$ cat src/rtl/interval_timer.sv
// rtl/interval_timer.sv - short/long interval timer with synchronized car sensor; define CAR_DEBOUNCE_EN to build the car debounce path
module interval_timer #(
  parameter int WIDTH = 8,
  parameter int SHORT = 5,
  parameter int LONG  = 25,
  parameter int DEB   = 4
) (
  input  logic             clk,
  input  logic             CLR,
  input  logic             IC,
  input  logic             CAR,
  output logic             S,
  output logic             L,
  output logic             C,
  output logic [WIDTH-1:0] CNT
);

  // Reject parameter sets where the saturating counter cannot reach LONG or the intervals are inverted
  if (!(SHORT >= 1 && SHORT < LONG && LONG <= (1 << WIDTH) - 1 && DEB >= 1)) begin : g_bad_params
    $error("interval_timer: need 1 <= SHORT < LONG <= 2^WIDTH-1 and DEB >= 1");
  end

  logic [WIDTH-1:0] cnt_q, cnt_d;
  logic             sy1_q, sy2_q;

  // Next count: IC clears, otherwise count up and stick at LONG
  always_comb begin
    cnt_d = cnt_q;
    if (IC) begin
      cnt_d = '0;
    end else if (cnt_q != WIDTH'(LONG)) begin
      cnt_d = cnt_q + WIDTH'(1);
    end
  end

  // Interval counter register; CLR overrides IC
  always_ff @(posedge clk) begin
    if (!CLR) begin
      cnt_q <= '0;
    end else begin
      cnt_q <= cnt_d;
    end
  end

  // Two-flop synchronizer for the asynchronous car sensor
  always_ff @(posedge clk) begin
    if (!CLR) begin
      sy1_q <= 1'b0;
      sy2_q <= 1'b0;
    end else begin
      sy1_q <= CAR;
      sy2_q <= sy1_q;
    end
  end

`ifdef CAR_DEBOUNCE_EN
  localparam int DW = (DEB > 1) ? $clog2(DEB) : 1;

  logic [DW-1:0] db_q;
  logic          c_q;

  // Debounce: C follows SY2 only after DEB consecutive cycles of disagreement
  always_ff @(posedge clk) begin
    if (!CLR) begin
      db_q <= '0;
      c_q  <= 1'b0;
    end else if (sy2_q != c_q) begin
      if (db_q == DW'(DEB - 1)) begin
        db_q <= '0;
        c_q  <= ~c_q;
      end else begin
        db_q <= db_q + DW'(1);
      end
    end else begin
      db_q <= '0;
    end
  end

  assign C = c_q;
`else
  assign C = sy2_q;
`endif

  // Status flags decode straight from the count register
  assign S   = (cnt_q >= WIDTH'(SHORT));
  assign L   = (cnt_q >= WIDTH'(LONG));
  assign CNT = cnt_q;

endmodule

$ cat config.mk
export PLATFORM = sky130hd
export DESIGN_NAME = interval_timer
export DESIGN_NICKNAME = d
export VERILOG_FILES = /design/src/rtl/interval_timer.sv
export SDC_FILE = /design/constraint.sdc
export NUM_CORES = 1
export LEC_CHECK = 0
export ABC_AREA = 1
export CAP_MARGIN = 20
export CORE_MARGIN = 1
export CORE_UTILIZATION = 40
export DETAILED_ROUTE_END_ITERATION = 6
export PLACE_DENSITY = 0.71
export SETUP_SLACK_MARGIN = 0.15
export SLEW_MARGIN = 25
export SYNTH_ARGS = -nofsm -noshare
export SYNTH_HDL_FRONTEND = slang
export SYNTH_SLANG_ARGS = --single-unit
$ cat constraint.sdc
create_clock -name clk -period 1.17 [get_ports clk]
set_input_delay 0.351 -clock clk [delete_from_list [all_inputs] [get_ports clk]]
set_output_delay 0.351 -clock clk [all_outputs]
set_load 0.01 [all_outputs]
==> results.yml, run 1 <==
sta:
  endpoint_type: "primary output"
  crit_endpoint: "L"
floorplan:
  num_rows: 12
  ios: 15
  start_util_pct: 46.20
  die_h_um: 39.02
  die_x_um: 39.02
synth:
  yosys.area.top_type: "dfxtp_1"
  async_flop_share_pct: 0
  avgSynthCellArea_um2: 6.372
  yosysMostFrequentCell: "nand2_1"
  syn_area_um2: 548.0
  synth_cells: 86
  ys_seq_area_share_pct: 36.53
  syn_nets: 93
  ys_types: 13
  synth.area.top_cells: "dfxtp_1, nand2_1, inv_1"
  yosysWarnings: 0
  yosys_most_used_dff: "dfxtp_1"
  synth_commonest_cells: "nand2_1, inv_1, nor2_1"
  synth_seq_cells: 10
  synth_edf_count: 0
  synth_top_area_share_pct: 36.53
cts:
  clock_sinks: 10
  cts_buffers: 3
  clockRootBuffer: "clkbuf_4"
  htreeDepth: 1
  clk_path_buf_depth: 2
run_status:
  stop_error: "[ERROR DPL-0038] Utilization greater than 100%, impossible to legalize"
  status: "aborted with a tool error"
  haltStage: "global routing"
placement:
  dpl.cell_count: 135
  portBuffers: 14
  gp_congestion: 0.8078
  hpwl_um: 1266
global_route:
  grt_max_degree: 7
[what timing repair did]
item | in CTS
setup buffers | 8
pin swaps | 9
endpoints found under the setup margin | 19
resized for setup | 92
hold buffers | 0
[cells by family after synthesis]
group | after synthesis | share of synthesized area, %
simple gates | 49 | 37.90
buf+inv | 16 | 10.96
flops | 10 | 36.53
compound gates | 8 | 7.762
fa+ha+maj | 3 | 6.850
[per-stage QoR]
stage	utilization [%]	setup slack [ns]	hold slack, ns	instance area [µm²]
after floorplan	-	-0.05740	0.3900	593.1
after global placement	76.58	-0.5159	0.3953	908.4
after detailed placement	76.58	-0.5651	0.4160	908.4
after CTS	94.73	-0.4312	0.4214	1124
==> run 2, diff against run 1 <==
CORE_AREA = 2 2 63 65   (was not set)
CORE_MARGIN = not set   (was 1)
CORE_UTILIZATION = not set   (was 40)
DIE_AREA = 0 0 65 67   (was not set)
PLACE_DENSITY = not set   (was 0.71)
PLACE_DENSITY_LB_ADDON = 0.15   (was not set)
SETUP_SLACK_MARGIN = not set   (was 0.15)
clock period = 1.52 ns   (was 1.17 ns; I/O delays follow)
==> run 2 against run 1 <==
  * The flow now finishes, with violations (negative setup slack)
  * Synthesized cell count unchanged
  * Synthesized area did not move
==> results.yml, run 2 <==
run_status:
  status: "finished, violations left"
  violations: "negative setup slack"
synth:
  synth_cells: 86
  yosys.area.top_type: "dfxtp_1"
  synth.area.top_cells: "dfxtp_1, nand2_1, inv_1"
  async_flop_share_pct: 0
  synthMuxAreaShare_pct: 0
  ys_types: 13
  synth_top_area_share_pct: 36.53
  syn_nets: 93
  synth_adder_area_share_pct: 6.849
  synthSimpleGateAreaFrac_pct: 37.90
  yosys_most_used_dff: "dfxtp_1"
  synth_top_family_by_area: "simple AND/OR/NAND/NOR gates"
  synth_xor_xnor_area_share_pct: 0
  yosysWarnings: 0
  syn_area_um2: 548.0
  synth_compound_area_share_pct: 7.763
  ys_seq_area_share_pct: 36.53
  yosysMostFrequentCell: "nand2_1"
  synth_seq_cells: 10
  avgSynthCellArea_um2: 6.372
  synth_commonest_cells: "nand2_1, inv_1, nor2_1"
  synth_edf_count: 0
cts:
  cts_buffers: 3
  clk_latency_ns: 0.23
  clock_sinks: 10
  clockRootBuffer: "clkbuf_8"
  htreeDepth: 1
  clk_pin_slew_ns: 0.05
  clk_path_buf_depth: 2
  cts_tree: "done"
setup_path:
  setup.worst_path.start: "CNT[1]"
  critPathSlowestCell: "dfxtp_2"
  cp.required_ns: 1.06
  criticalPathCategory: "reg -> out"
  cp_max_fo: 3
  worstPathArrival_ns: 1.22
  worstPathCellList: "inv_2 > ha_4 > nand3_2 > o211ai_1 > buf_2"
  worstSetupEndpointType: "output pin"
  slowest_delay_ns: 0.32
  startpoint_type: "flip-flop"
  r2r_start: "CNT[0]"
sta:
  drv_slew: 0
  worst_pin_slew_ns: 0.2231
  min_period_over_period_pct: 110.0
  rsz0062_at_grt: "yes"
  setup_tns_ns: -0.3013
  final-hold-violation-count: 0
  min_period_ns: 1.672
  slew_headroom_pct: 85.11
  worst_slack_ns: -0.1520
  finClkSkew_ns: 0.002269
  fmax_mhz: 598.1
  finalSetupViolCount: 2
final_layout:
  final_cell_area_mm2: 0.001003
  areaGrowthSynthToFinish_pct: 83.10
  nNetsFinal: 137
  largest_reg_flops: 8
  diodes: 0
  drive_gt1_share_pct: 35.16
  final_common_cell: "buf_4"
  stdcell_count: 176
  layout_common_cells: "buf_4, nand2_1, inv_1"
routing:
  drt-initial-drc-count: 22
  firstDrtPassIters: 4
  drt-vias-per-instance: 3.716
  routed_wl_um: 1555
  via_count: 654
  drc_errors: 0
  postRouteAntennaNets: 0
  wl_per_cell_um: 8.835
pwr:
  p_leak_uw: 0.0004795
  powerDensity_mw_per_mm2: 599.8
  p_total_uw: 601.9
  vdd_drop_max_v: 0.0002907
placement:
  hpwl_um: 1301
  gp_congestion: 0.7392
  dpl.cell_count: 170
  placed_area_um2: 914.6
  portBuffers: 14
floorplan:
  die_x_um: 65
  die_h_um: 67
  num_rows: 22
  core_area_mm2: 0.003606
  start_util_pct: 15.20
  die_area_mm2: 0.004355
  ios: 15
min_path:
  worstHoldStart: "sy1_q"
  worstHoldPathType: "reg -> reg"
global_route:
  grt_remaining_overflow: 0
  grt_max_degree: 7
  antenna_found_initial: 0
  grt_pass1_wl_um: 2525
  grt_pass1_vias: 609
  track_usage_pct: 7.884
job:
  drv_cap: 0
run 2: cell families after synthesis:
| group | after synthesis |
|---|---|
| AND/OR/NAND/NOR | 49 |
| AO/OA/AOI/OAI | 8 |
| flip-flops | 10 |
| buffers and inverters | 16 |
| adder cells (fa/ha/maj) | 3 |
run 2: where the power goes:
part	internal [µW]	switching (µW)	total, µW	leakage [µW]
Combinational	36.7	26.0	62.6	0.000375
Clock	173	96.9	270	0.0000216
Sequential	267	2.65	269	0.0000834
run 2: routing by layer:
layer	part of all wire (%)	vias to the layer above	GRT usage, %
met1	44	285	8.207
met2	50	13	14.43
met3	5.6	2	4.223
li1	-	354	-
met4	0.58	0	0.7979
met5	0	-	0
run 2: cell type report:
cell class	count	area, µm²
clock buffer	3	41.29
fill	403	2603
inverter	16	60.06
multi-input combinational	60	324.1
sequential	10	207.7
tap	48	60.06
timing repair buffer	39	310.3
run 2: worst paths after layout:
| check | endpoint | slack (ns) | cells after the start |
|---|---|---|---|
| worst max register to register | CNT[6] | 0.24 | 9 |
| worst min-delay path | C | 0.41 | 2 |
| worst max-delay path | L | -0.15 | 5 |
| worst min register to register | C | 0.41 | 2 |
run 2: worst max-delay path, delay by kind of cell (launching register included):
kind | cells | cell delay (ns)
flip-flops | 1 | 0.32
buffers and inverters | 2 | 0.25
AND/OR/NAND/NOR | 1 | 0.09
adder cells (fa/ha/maj) | 1 | 0.16
AO/OA/AOI/OAI | 1 | 0.17
run 2: what timing repair did:
item                       4_1_cts  5_1_grt
buffers inserted                 3        0
hold buffers                     0        0
pin swaps                        1        5
resized for setup               27        6
setup endpoints to repair       11        2
run 2: stage by stage:
step           utilization [%]  worst slack (ns)  hold slack (ns)
2_1_floorplan                -           0.03939           0.3900
4_1_cts                  27.13           -0.1650           0.4149
6_report                 27.83           -0.1520           0.4111
3_5_place_dp             25.36           -0.3948           0.4035
5_1_grt                  27.83           -0.2283           0.4412
3_3_place_gp             25.36           -0.3848           0.3997
(Power assumes the default switching activity.)
==> run 3, diff against run 2 <==
CTS_CLUSTER_DIAMETER = 80   (was not set)
==> results of run 3 <==
Same layout as run 2: the final DEF is identical, and so are final timing and power.
